### config.mk
export PLATFORM = sky130hd
export DESIGN_NAME = snn_stage_sched
export DESIGN_NICKNAME = d
export VERILOG_FILES = /design/src/rtl/snn_pkg.sv /design/src/rtl/snn_win_idx.sv /design/src/rtl/snn_stage_sched.sv
export SDC_FILE = /design/constraint.sdc
export NUM_CORES = 1
export LEC_CHECK = 0
export BUFFER_PORTS_ARGS = -buffer_cell sky130_fd_sc_hd__buf_2
export CAP_MARGIN = 15
export CORE_MARGIN = 1
export CORE_UTILIZATION = 49
export DETAILED_ROUTE_END_ITERATION = 7
export GPL_TIMING_DRIVEN = 0
export MAX_ROUTING_LAYER = met4
export PLACE_DENSITY = 0.72
export RECOVER_POWER = 100
export SLEW_MARGIN = 15
export SYNTH_ARGS = -nofsm -noshare
export SYNTH_HDL_FRONTEND = slang
export SYNTH_SLANG_ARGS = --single-unit
### constraint.sdc
create_clock -name clk -period 2.4 [get_ports clk]
set_input_delay 0.48 -clock clk [delete_from_list [all_inputs] [get_ports clk]]
set_output_delay 0.48 -clock clk [all_outputs]
set_load 0.01 [all_outputs]
### src/rtl/snn_pkg.sv
// Shared definitions for the SNN stage sequencer.
//   - one-hot state constants (bit index = position in the stage output)
//   - clock-gate domain bit indices
//   - frame / stage length constants
//   - cg_domains(): which gate domains a given state keeps awake
package snn_pkg;

  localparam int unsigned N_SAMP      = 72;
  localparam int unsigned N_KER       = 9;
  localparam int unsigned N_WGT       = 4;
  localparam int unsigned IMG_SAMP    = 36;  // samples per 6x6 image
  localparam int unsigned CONV_CYC    = 34;
  localparam int unsigned CONV_WIN    = 16;  // 4x4 window origins per image
  localparam int unsigned FMAP_SPLIT  = 18;
  localparam int unsigned Q1_CYC      = 16;
  localparam int unsigned Q2_CYC      = 4;

  typedef enum logic [3:0] {
    S_IDLE  = 4'd0,
    S_INPUT = 4'd1,
    S_CONV  = 4'd2,
    S_QUAN1 = 4'd3,
    S_POOL  = 4'd4,
    S_FC    = 4'd5,
    S_QUAN2 = 4'd6,
    S_DIST  = 4'd7,
    S_ACT   = 4'd8,
    S_OUT   = 4'd9
  } state_idx_e;

  localparam logic [9:0] ST_IDLE  = 10'b00_0000_0001;
  localparam logic [9:0] ST_INPUT = 10'b00_0000_0010;
  localparam logic [9:0] ST_CONV  = 10'b00_0000_0100;
  localparam logic [9:0] ST_QUAN1 = 10'b00_0000_1000;
  localparam logic [9:0] ST_POOL  = 10'b00_0001_0000;
  localparam logic [9:0] ST_FC    = 10'b00_0010_0000;
  localparam logic [9:0] ST_QUAN2 = 10'b00_0100_0000;
  localparam logic [9:0] ST_DIST  = 10'b00_1000_0000;
  localparam logic [9:0] ST_ACT   = 10'b01_0000_0000;
  localparam logic [9:0] ST_OUT   = 10'b10_0000_0000;

  localparam int unsigned CG_IN    = 0;
  localparam int unsigned CG_MAC   = 1;
  localparam int unsigned CG_FMAP  = 2;
  localparam int unsigned CG_QUANT = 3;
  localparam int unsigned CG_POOL  = 4;
  localparam int unsigned CG_FC    = 5;
  localparam int unsigned CG_OUT   = 6;

  // Gate domains that must be clocked while the FSM sits in state st.
  function automatic logic [6:0] cg_domains(input logic [9:0] st);
    logic [6:0] d;
    d           = '0;
    d[CG_IN]    = st[S_INPUT];
    d[CG_MAC]   = st[S_CONV];
    d[CG_FMAP]  = st[S_CONV] | st[S_QUAN1] | st[S_POOL] | st[S_FC] |
                  st[S_QUAN2] | st[S_DIST] | st[S_ACT];
    d[CG_QUANT] = st[S_QUAN1] | st[S_QUAN2];
    d[CG_POOL]  = st[S_POOL];
    d[CG_FC]    = st[S_FC];
    d[CG_OUT]   = st[S_OUT];
    return d;
  endfunction

endpackage

### src/rtl/snn_win_idx.sv
// Row/column index generator.
//   win4 = 0 : 6x6 raster (image write index), wraps 5,5 -> 0,0
//   win4 = 1 : 4x4 raster (conv window origin), wraps 3,3 -> 0,0
// Ports: clk, rst (sync, active-high), clr (force 0,0; wins over step),
//        step (advance one raster position), win4 (mode), row/col (flop Q).
module snn_win_idx (
  input  logic       clk,
  input  logic       rst,
  input  logic       clr,
  input  logic       step,
  input  logic       win4,
  output logic [2:0] row,
  output logic [2:0] col
);

  logic [2:0] row_q, row_d;
  logic [2:0] col_q, col_d;
  logic [2:0] lim;

  always_comb begin
    lim   = win4 ? 3'd3 : 3'd5;
    row_d = row_q;
    col_d = col_q;
    if (clr) begin
      row_d = 3'd0;
      col_d = 3'd0;
    end else if (step) begin
      if (col_q == lim) begin
        col_d = 3'd0;
        row_d = (row_q == lim) ? 3'd0 : row_q + 3'd1;
      end else begin
        col_d = col_q + 3'd1;
      end
    end
  end

  always_ff @(posedge clk) begin
    if (rst) begin
      row_q <= 3'd0;
      col_q <= 3'd0;
    end else begin
      row_q <= row_d;
      col_q <= col_d;
    end
  end

  assign row = row_q;
  assign col = col_q;

endmodule

### src/rtl/snn_stage_sched.sv
// Central sequencer for the SNN inference datapath.
// Counts input samples, walks the fixed stage schedule and drives the
// datapath strobes, indices, bank selects and clock-gate enables.
// Ports:
//   clk, rst           clock, synchronous active-high reset
//   in_valid           input sample strobe
//   stage[9:0]         one-hot state (also serves as the FSM debug view)
//   cnt[6:0]           stage-local counter
//   row, col [2:0]     image write index (INPUT) / window origin (CONV)
//   ker_we, wgt_we     kernel / weight shift strobes
//   img_bank           image select, fmap_bank conv result target
//   quan_div2          quantizer divisor select (0: 2295, 1: 510)
//   cg_en[6:0]         clock-gate enables (combinational)
//   out_valid          result-valid strobe, frame_err error pulse
// Handshake: in_valid has no ready. A sample is accepted on every edge where
// in_valid is high in IDLE (sample 0) or in INPUT before sample 71. In INPUT
// the flops show the index of the last accepted sample, so registered
// strobes line up with cnt/row/col. In_valid in CONV..OUT is an error.
module snn_stage_sched
  import snn_pkg::*;
(
  input  logic       clk,
  input  logic       rst,
  input  logic       in_valid,
  output logic [9:0] stage,
  output logic [6:0] cnt,
  output logic [2:0] row,
  output logic [2:0] col,
  output logic       ker_we,
  output logic       wgt_we,
  output logic       img_bank,
  output logic       fmap_bank,
  output logic       quan_div2,
  output logic [6:0] cg_en,
  output logic       out_valid,
  output logic       frame_err
);

  logic [9:0] state_q, state_d, state_nx;
  logic [6:0] cnt_q, cnt_d;
  logic ker_we_q, ker_we_d, wgt_we_q, wgt_we_d;
  logic img_bank_q, img_bank_d, fmap_bank_q, fmap_bank_d;
  logic quan_div2_q, quan_div2_d, out_valid_q, out_valid_d;
  logic frame_err_q, frame_err_d;
  logic win_clr, win_step, busy;

  assign busy = |(state_q & ~(ST_IDLE | ST_INPUT));

  always_comb begin
    state_d     = state_q;
    cnt_d       = cnt_q;
    ker_we_d    = 1'b0;
    wgt_we_d    = 1'b0;
    img_bank_d  = 1'b0;
    fmap_bank_d = 1'b0;
    quan_div2_d = 1'b0;
    out_valid_d = 1'b0;
    frame_err_d = in_valid & busy;
    win_step    = 1'b0;
    case (state_q)
      ST_IDLE: begin
        if (in_valid) begin
          state_d  = ST_INPUT;
          cnt_d    = 7'd0;
          ker_we_d = 1'b1;
          wgt_we_d = 1'b1;
        end
      end
      ST_INPUT: begin
        if (cnt_q == 7'(N_SAMP - 1)) begin
          state_d = ST_CONV;
          cnt_d   = 7'd0;
        end else if (in_valid) begin
          cnt_d      = cnt_q + 7'd1;
          ker_we_d   = (cnt_d < 7'(N_KER));
          wgt_we_d   = (cnt_d < 7'(N_WGT));
          img_bank_d = (cnt_d >= 7'(IMG_SAMP));
          win_step   = 1'b1;
        end else begin
          state_d     = ST_IDLE;
          cnt_d       = 7'd0;
          frame_err_d = 1'b1;
        end
      end
      ST_CONV: begin
        if (cnt_q == 7'(CONV_CYC - 1)) begin
          state_d = ST_QUAN1;
          cnt_d   = 7'd0;
        end else begin
          cnt_d       = cnt_q + 7'd1;
          img_bank_d  = (cnt_d >= 7'(CONV_WIN));
          fmap_bank_d = (cnt_d >= 7'(FMAP_SPLIT));
          win_step    = 1'b1;
        end
      end
      ST_QUAN1: begin
        if (cnt_q == 7'(Q1_CYC - 1)) begin
          state_d = ST_POOL;
          cnt_d   = 7'd0;
        end else begin
          cnt_d = cnt_q + 7'd1;
        end
      end
      ST_POOL: begin
        // 2x2 pooling origins inside the 4x4 feature map: 0, 2, 8, 10.
        if (cnt_q == 7'd10) begin
          state_d = ST_FC;
          cnt_d   = 7'd0;
        end else if (cnt_q == 7'd0) begin
          cnt_d = 7'd2;
        end else if (cnt_q == 7'd2) begin
          cnt_d = 7'd8;
        end else begin
          cnt_d = 7'd10;
        end
      end
      ST_FC: begin
        state_d     = ST_QUAN2;
        cnt_d       = 7'd0;
        quan_div2_d = 1'b1;
      end
      ST_QUAN2: begin
        if (cnt_q == 7'(Q2_CYC - 1)) begin
          state_d = ST_DIST;
          cnt_d   = 7'd0;
        end else begin
          cnt_d       = cnt_q + 7'd1;
          quan_div2_d = 1'b1;
        end
      end
      ST_DIST: state_d = ST_ACT;
      ST_ACT:  state_d = ST_OUT;
      ST_OUT: begin
        state_d     = ST_IDLE;
        out_valid_d = 1'b1;
      end
      default: begin
        state_d = ST_IDLE;
        cnt_d   = 7'd0;
      end
    endcase
  end

  // Index restarts at 0,0 on every stage entry and is held at 0,0 outside
  // INPUT/CONV.
  assign win_clr = (state_d != state_q) ||
                   !((state_d == ST_INPUT) || (state_d == ST_CONV));

  snn_win_idx u_win_idx (
    .clk  (clk),
    .rst  (rst),
    .clr  (win_clr),
    .step (win_step),
    .win4 (state_q == ST_CONV),
    .row  (row),
    .col  (col)
  );

  always_ff @(posedge clk) begin
    if (rst) begin
      state_q     <= ST_IDLE;
      cnt_q       <= 7'd0;
      ker_we_q    <= 1'b0;
      wgt_we_q    <= 1'b0;
      img_bank_q  <= 1'b0;
      fmap_bank_q <= 1'b0;
      quan_div2_q <= 1'b0;
      out_valid_q <= 1'b0;
      frame_err_q <= 1'b0;
    end else begin
      state_q     <= state_d;
      cnt_q       <= cnt_d;
      ker_we_q    <= ker_we_d;
      wgt_we_q    <= wgt_we_d;
      img_bank_q  <= img_bank_d;
      fmap_bank_q <= fmap_bank_d;
      quan_div2_q <= quan_div2_d;
      out_valid_q <= out_valid_d;
      frame_err_q <= frame_err_d;
    end
  end

  // Gate enables lead by one cycle: a domain wakes while the state that
  // needs it is still only the next state, giving the ICG latch set-up time.
  assign state_nx = rst ? ST_IDLE : state_d;
  assign cg_en    = cg_domains(state_q) | cg_domains(state_nx);

  assign stage     = state_q;
  assign cnt       = cnt_q;
  assign ker_we    = ker_we_q;
  assign wgt_we    = wgt_we_q;
  assign img_bank  = img_bank_q;
  assign fmap_bank = fmap_bank_q;
  assign quan_div2 = quan_div2_q;
  assign out_valid = out_valid_q;
  assign frame_err = frame_err_q;

endmodule

; ---- Word-level counts from Yosys, hierarchy flattened
; Cells that the tools add are included.
[totals]
regBits = 30
latch_bits = 0
ramBits = 0
rom_bits = 0
in_bits = 3
out_inout_bits = 37
elab_cells = 112
mem_count = 0
[classes]
add_sub_neg = 3
mul = 0
div = 0
order_cmp = 5
eq_ne = 22
shift = 0
n_mux = 42
n_bitwise = 18
n_reduce_logical = 10
[op_table]
columns = op, count
row1 = $pmux 10 s9, 1
row2 = $mux 10, 8
row3 = $pmux 7 s7, 1
row4 = $mux 7, 6
row5 = $eq 10x2->1 const B, 2
row6 = $eq 10x3->1 const B, 2
row7 = $mux 1, 15
row8 = $eq 7x2->1 const B, 2
row9 = $eq 7x4->1 const B, 2
row10 = $ge 7x5->1 const B, 2
row11 = $or 1x1->1, 14
row12 = $eq 10x1->1 const B, 1
row13 = $eq 10x10->1 const B, 1
row14 = $eq 10x4->1 const B, 1
row15 = $eq 10x5->1 const B, 1
row16 = $eq 10x6->1 const B, 1
row17 = $eq 10x7->1 const B, 1
row18 = $eq 10x8->1 const B, 1
row19 = $eq 10x9->1 const B, 1
row20 = $ne 10x10->1, 1
row21 = $pmux 1 s2, 5
row22 = $mux 3, 3
row23 = $mux 4, 2
row24 = $reduce_or 8->1, 1
row25 = other kinds (19), 25

; ---- Depth between registers and ports, before layout
[depth]
ltp_word = 11
mapped_depth = 8
mapped_depth_nobuf = 8

; ---- Hierarchy
; From an unflattened synthesis, not the netlist that was laid out.
[unflattened]
hier_cells = 249
area_unflattened_um2 = 2094.5
[modules_own_cells]
columns = module, instances, cells_each, area_per_inst_um2, seq_area_each_um2
row1 = snn_stage_sched, 1, 216, 1779.2, 480.5
row2 = snn_win_idx, 1, 33, 315.3, 120.1

; ---- Worst setup path before layout
; No wires, ideal clock.
[synth_timing]
path_kind = flip-flop to output port
from = register cnt_q[6], in the netlist cnt[6]
to = output cg_en[1]
arrival_ns = 2.018
required_time_ns = 1.920
slack_ns = -0.098
path_stages_with_launch = 8
n_path_buf = 1
path_cell_list = dfxtp_1 -> buf_6 -> or4_4 -> o2111ai_2 -> o31ai_1 -> a2111oi_2 -> nor3b_1 -> or2_1
[synth_via]
elab_chain_len = 5
word_cells_on_any_way = 13
cone_classes = eq/ne: 5 / mux: 7 / bitwise: 1
[synth_lines]
columns = element, line_no
row1 = from (decl), snn_stage_sched.sv:40  ; logic [6:0] cnt_q, cnt_d;
row2 = from (signal assigned), snn_stage_sched.sv:172  ; cnt_q <= cnt_d;
row3 = "$eq 7x2->1, or another cell as far along", snn_stage_sched.sv:123  ; if (cnt_q == 7'(Q2_CYC - 1)) begin
row4 = $mux 10 (on tied branches), --
row5 = $pmux 10 s9 (*), snn_stage_sched.sv:60  ; case (state_q)
row6 = $mux 10 (*), --
row7 = named net state_nx[2], snn_stage_sched.sv:39  ; logic [9:0] state_q, state_d, state_nx;
row8 = $or 7x7->7 (*), snn_stage_sched.sv:186  ; assign cg_en = cg_domains(state_q) | cg_domains(state_nx);
row9 = to (decl), snn_stage_sched.sv:34  ; output logic [6:0] cg_en,
; The timed path passes the listed nets; every way through them passes the cells marked *.

; ---- Final worst setup path
[layout_timing]
from = register cnt_q[2], in the netlist cnt[2]
to = output cg_en[1]
; Same word-level chain as after synthesis.

==> impl_results.md <==
- Asr flop ratio synth: 0%
- Post-synth EDFFs: 0
- Initial antenna violation count: 0
- Failing checks: negative setup slack
- Dpl cells: 315
- Most common cell after layout, fill and taps aside: buf_2
- Setup CP Type: flop to output pin
- Final setup fails: 5
- Routability cong.: 0.861
- Slew Limit Fails: 0
- Die area: 4020 um2
- Initial Util: 53.3%
- P_leak: 0.00102 uW
- Synthesized instance count: 231
- Core Area: 3470 um2
- Status: finished with violations
- Prevailing post-synth register cell: dfxtp_1
- VDD IR max: 0.411 mV
- Compound-Gate Fraction of Synth Area: 19.2%
- Pwr dens: 450 nW/um2
- Io pins: 40
- 1st-iter DRT viols: 182
- Antenna-violating nets left: 0
- CP Max Fanout: 6
- Drt via density: 5.88
- CTS buffer count: 5
- Worst-margin pin slew: 555 ps
- Multi-input logic area: 1330 um2
- Final min period: 2830 ps
- First-pass GRT wire length: 7720 um
- Critical Path Max Stage Delay: 560 ps
- CTS Hold Bufs: 0
- Post-Synth Simple-Gate Area: 33.6%
- HP Class: input port to flop
- Die Height: 63.4 um
- Clk buf depth: 2
- Element type at the critical path end: output pin
- Vias in the first global route: 1656
- Yosys cell types: 52
- Drt wl/cell: 15.1 um
- Cell Area, Synth: 1850 um2
- Slew margin rel.: 62.8%
- Largest net degree at the start of global routing: 12
- Storage cell area: 626 um2
- DRT Wirelength: 4970 um
- NetSw: 273 uW
- H-tree levels: 2
- F_max: 0.354 GHz
- Area share of xor/xnor cells in the synthesized design: 3.79%
- Arr. time, crit path: 2350 ps
- Switching Fraction: 24.5%
- Mux cell area share after synthesis: 1.69%
- Clk sinks: 30
- Port Buffer Count: 38
- Comb power frac: 8.2%
- Crit path from: cnt[2]$_SDFFE_PP0P_
- Crit path cell chain: or4_4, o2111ai_4, o31ai_4, a2111oi_4, nor3b_2, or2_1, buf_2
- GRT Total Usage: 25.5%
- Highest-count cells in the layout ignoring fill and taps: buf_2 (32), nor2_1 (24), dfxtp_1 (20)
- Finished Layout Cells: 329
- Diodes inserted: 0
- Pre-CTS setup slack: -324 ps
- Fin nets: 291
- RR Startpoint: cnt[1]$_SDFFE_PP0P_
- Syn Nets: 240
- Fill count: 277
- Seq cells post-synth: 30
- Layout cells sized above 1: 33.6%
- Row cnt: 21
- Clock latency on the worst-skew pair: 300 ps
- Fin crit share: 118%
- WHS: 476 ps
- Die X: 63.4 um
- Routed vias: 1936
- Synth Area in Adders: 4.06%
- P_int: 841 uW
- Area Growth Syn to Fin: 33.9%
- Clk pin slew, worst setup/hold paths: 60 ps
- Worst path slowest cell: or4_4
- RSZ-0062 raised after global routing: yes
- WP buf/inv: 1
- Combinational family with the most area after synthesis: simple AND/OR/NAND/NOR gates
- DR pass1 iterations: 4
- Clk pwr share: 45.9%
- Root buf cell: clkbuf_8
- Sequential power share: 45.9%
- TritonCTS clock tree: yes
- Synth Warn #: 0
- Gr ovfl total: 0
- Sequential element share of the synthesized area: 32.5%
- Setup WS post-layout: -429 ps
- Syn Area/Cell: 8.01 um2
- Post-DP HPWL: 3250 um
- Fin. Hold Viols: 0
- Data required, critical path: 1920 ps
- Finished Core Util: 71.4%
- Top Family by Delay on Critical Path: simple AND/OR/NAND/NOR gates
- Min-delay src: rst
- Crit start category: flop
- MaxCap Viol Count: 0
- Clk_skew: 8.01 ps
- Number of remaining DRC errors: 0
stage by stage:
stage               total power, uW  area, um2  setup TNS [ps]
floorplan                       579       1870               0
global placement                603       2110            -982
detailed placement              604       2110           -1050
CTS                            1110       2350           -1250
global route                   1150       2480           -2050
finish                         1110       2480           -1280
routing by layer:
metal | track usage (%) | wire [um] | up-vias
met5 | - | 0 | -
li1 | - | - | 949
met1 | 32.7 | 2290 | 893
met3 | 7.07 | 284 | 20
met4 | 8.52 | 199 | 0
met2 | 38.4 | 2190 | 74
registers in the layout (all words and copies together), names as in the netlist:
signal,cells
stage,10
frame_err,1
out_valid,1
img_bank,1
u_win_idx.col,3
fmap_bank,1
wgt_we,1
quan_div2,1
u_win_idx.row,3
cnt,7
ker_we,1
worst reg2reg max path: cells and delay by family (launching register included):
kind | cells | cell delay, ps
AOI/OAI and AO/OA | 2 | 270
DFF | 1 | 390
and+or+nand+nor | 4 | 1080
adders and majority gates | 1 | 160
buffers and inverters | 1 | 200
cells by family (layout without fill, tap and decap cells):
family	after synthesis	after routing
simple gates	110	110
flops	30	30
fa+ha+maj	6	6
buf+inv	22	74
xor+xnor	8	8
compound gates	52	52
mux	3	3
cells in the mapped netlist (2+ instances only):
master / number / share of area [%]
a32oi_1: 2 / 0.95
nor3_1: 7 / 1.9
o21ai_0: 14 / 3.8
a21oi_1: 10 / 2.7
ha_1: 6 / 4.1
xor2_1: 4 / 1.9
dfxtp_1: 30 / 32
or2_2: 4 / 1.4
buf_2: 5 / 1.4
o22ai_1: 2 / 0.68
nand3b_1: 5 / 2.0
a22oi_1: 2 / 0.81
nor3b_1: 6 / 2.4
a31oi_1: 2 / 0.68
xnor2_1: 4 / 1.9
nand2b_1: 6 / 2.0
nand3_1: 6 / 1.6
nor4b_1: 4 / 1.9
or3_1: 2 / 0.68
nor2b_1: 7 / 2.4
nor4_1: 7 / 2.4
inv_1: 7 / 1.4
and3_1: 7 / 2.4
o31ai_1: 3 / 1.2
nor2_1: 26 / 5.3
mux2i_1: 2 / 1.1
nand4b_1: 3 / 1.4
clkbuf_1: 9 / 1.8
nand2_1: 16 / 3.2
layout make-up:
type,instances,area share [%]
Buffer,7,1.72
Clock buffer,5,2.78
Clock inverter,3,1.62
Inverter,7,1.06
Multi-Input combinational cell,179,53.7
Sequential cell,30,25.3
Tap cell,46,2.32
Timing Repair Buffer,52,11.6
worst paths after layout:
path | end | cells after the start | slack [ps]
min reg2reg | cnt[0]$_SDFFE_PP0P_ | 1 | 500
max reg2reg | cnt[1]$_SDFFE_PP0P_ | 8 | 160
max | cg_en[1] | 7 | -430
min | stage[1]$_DFF_P_ | 2 | 480
repair_timing:
item,in CTS,in global routing
gates resized for setup,19,28
pin swaps,11,6
buffers inserted,11,3
gates cloned,0,0
endpoints found under the setup margin,8,11
power groups by stage:
stage | clock network, uW | registers, uW | logic [uW]
after floorplan | 0 | 522 | 57.6
after global placement | 0 | 518 | 84.5
after detailed placement | 0 | 519 | 85.3
after CTS | 517 | 511 | 86.5
after global routing | 543 | 512 | 98.1
final | 511 | 511 | 91.0
(Power assumes the default switching activity.)
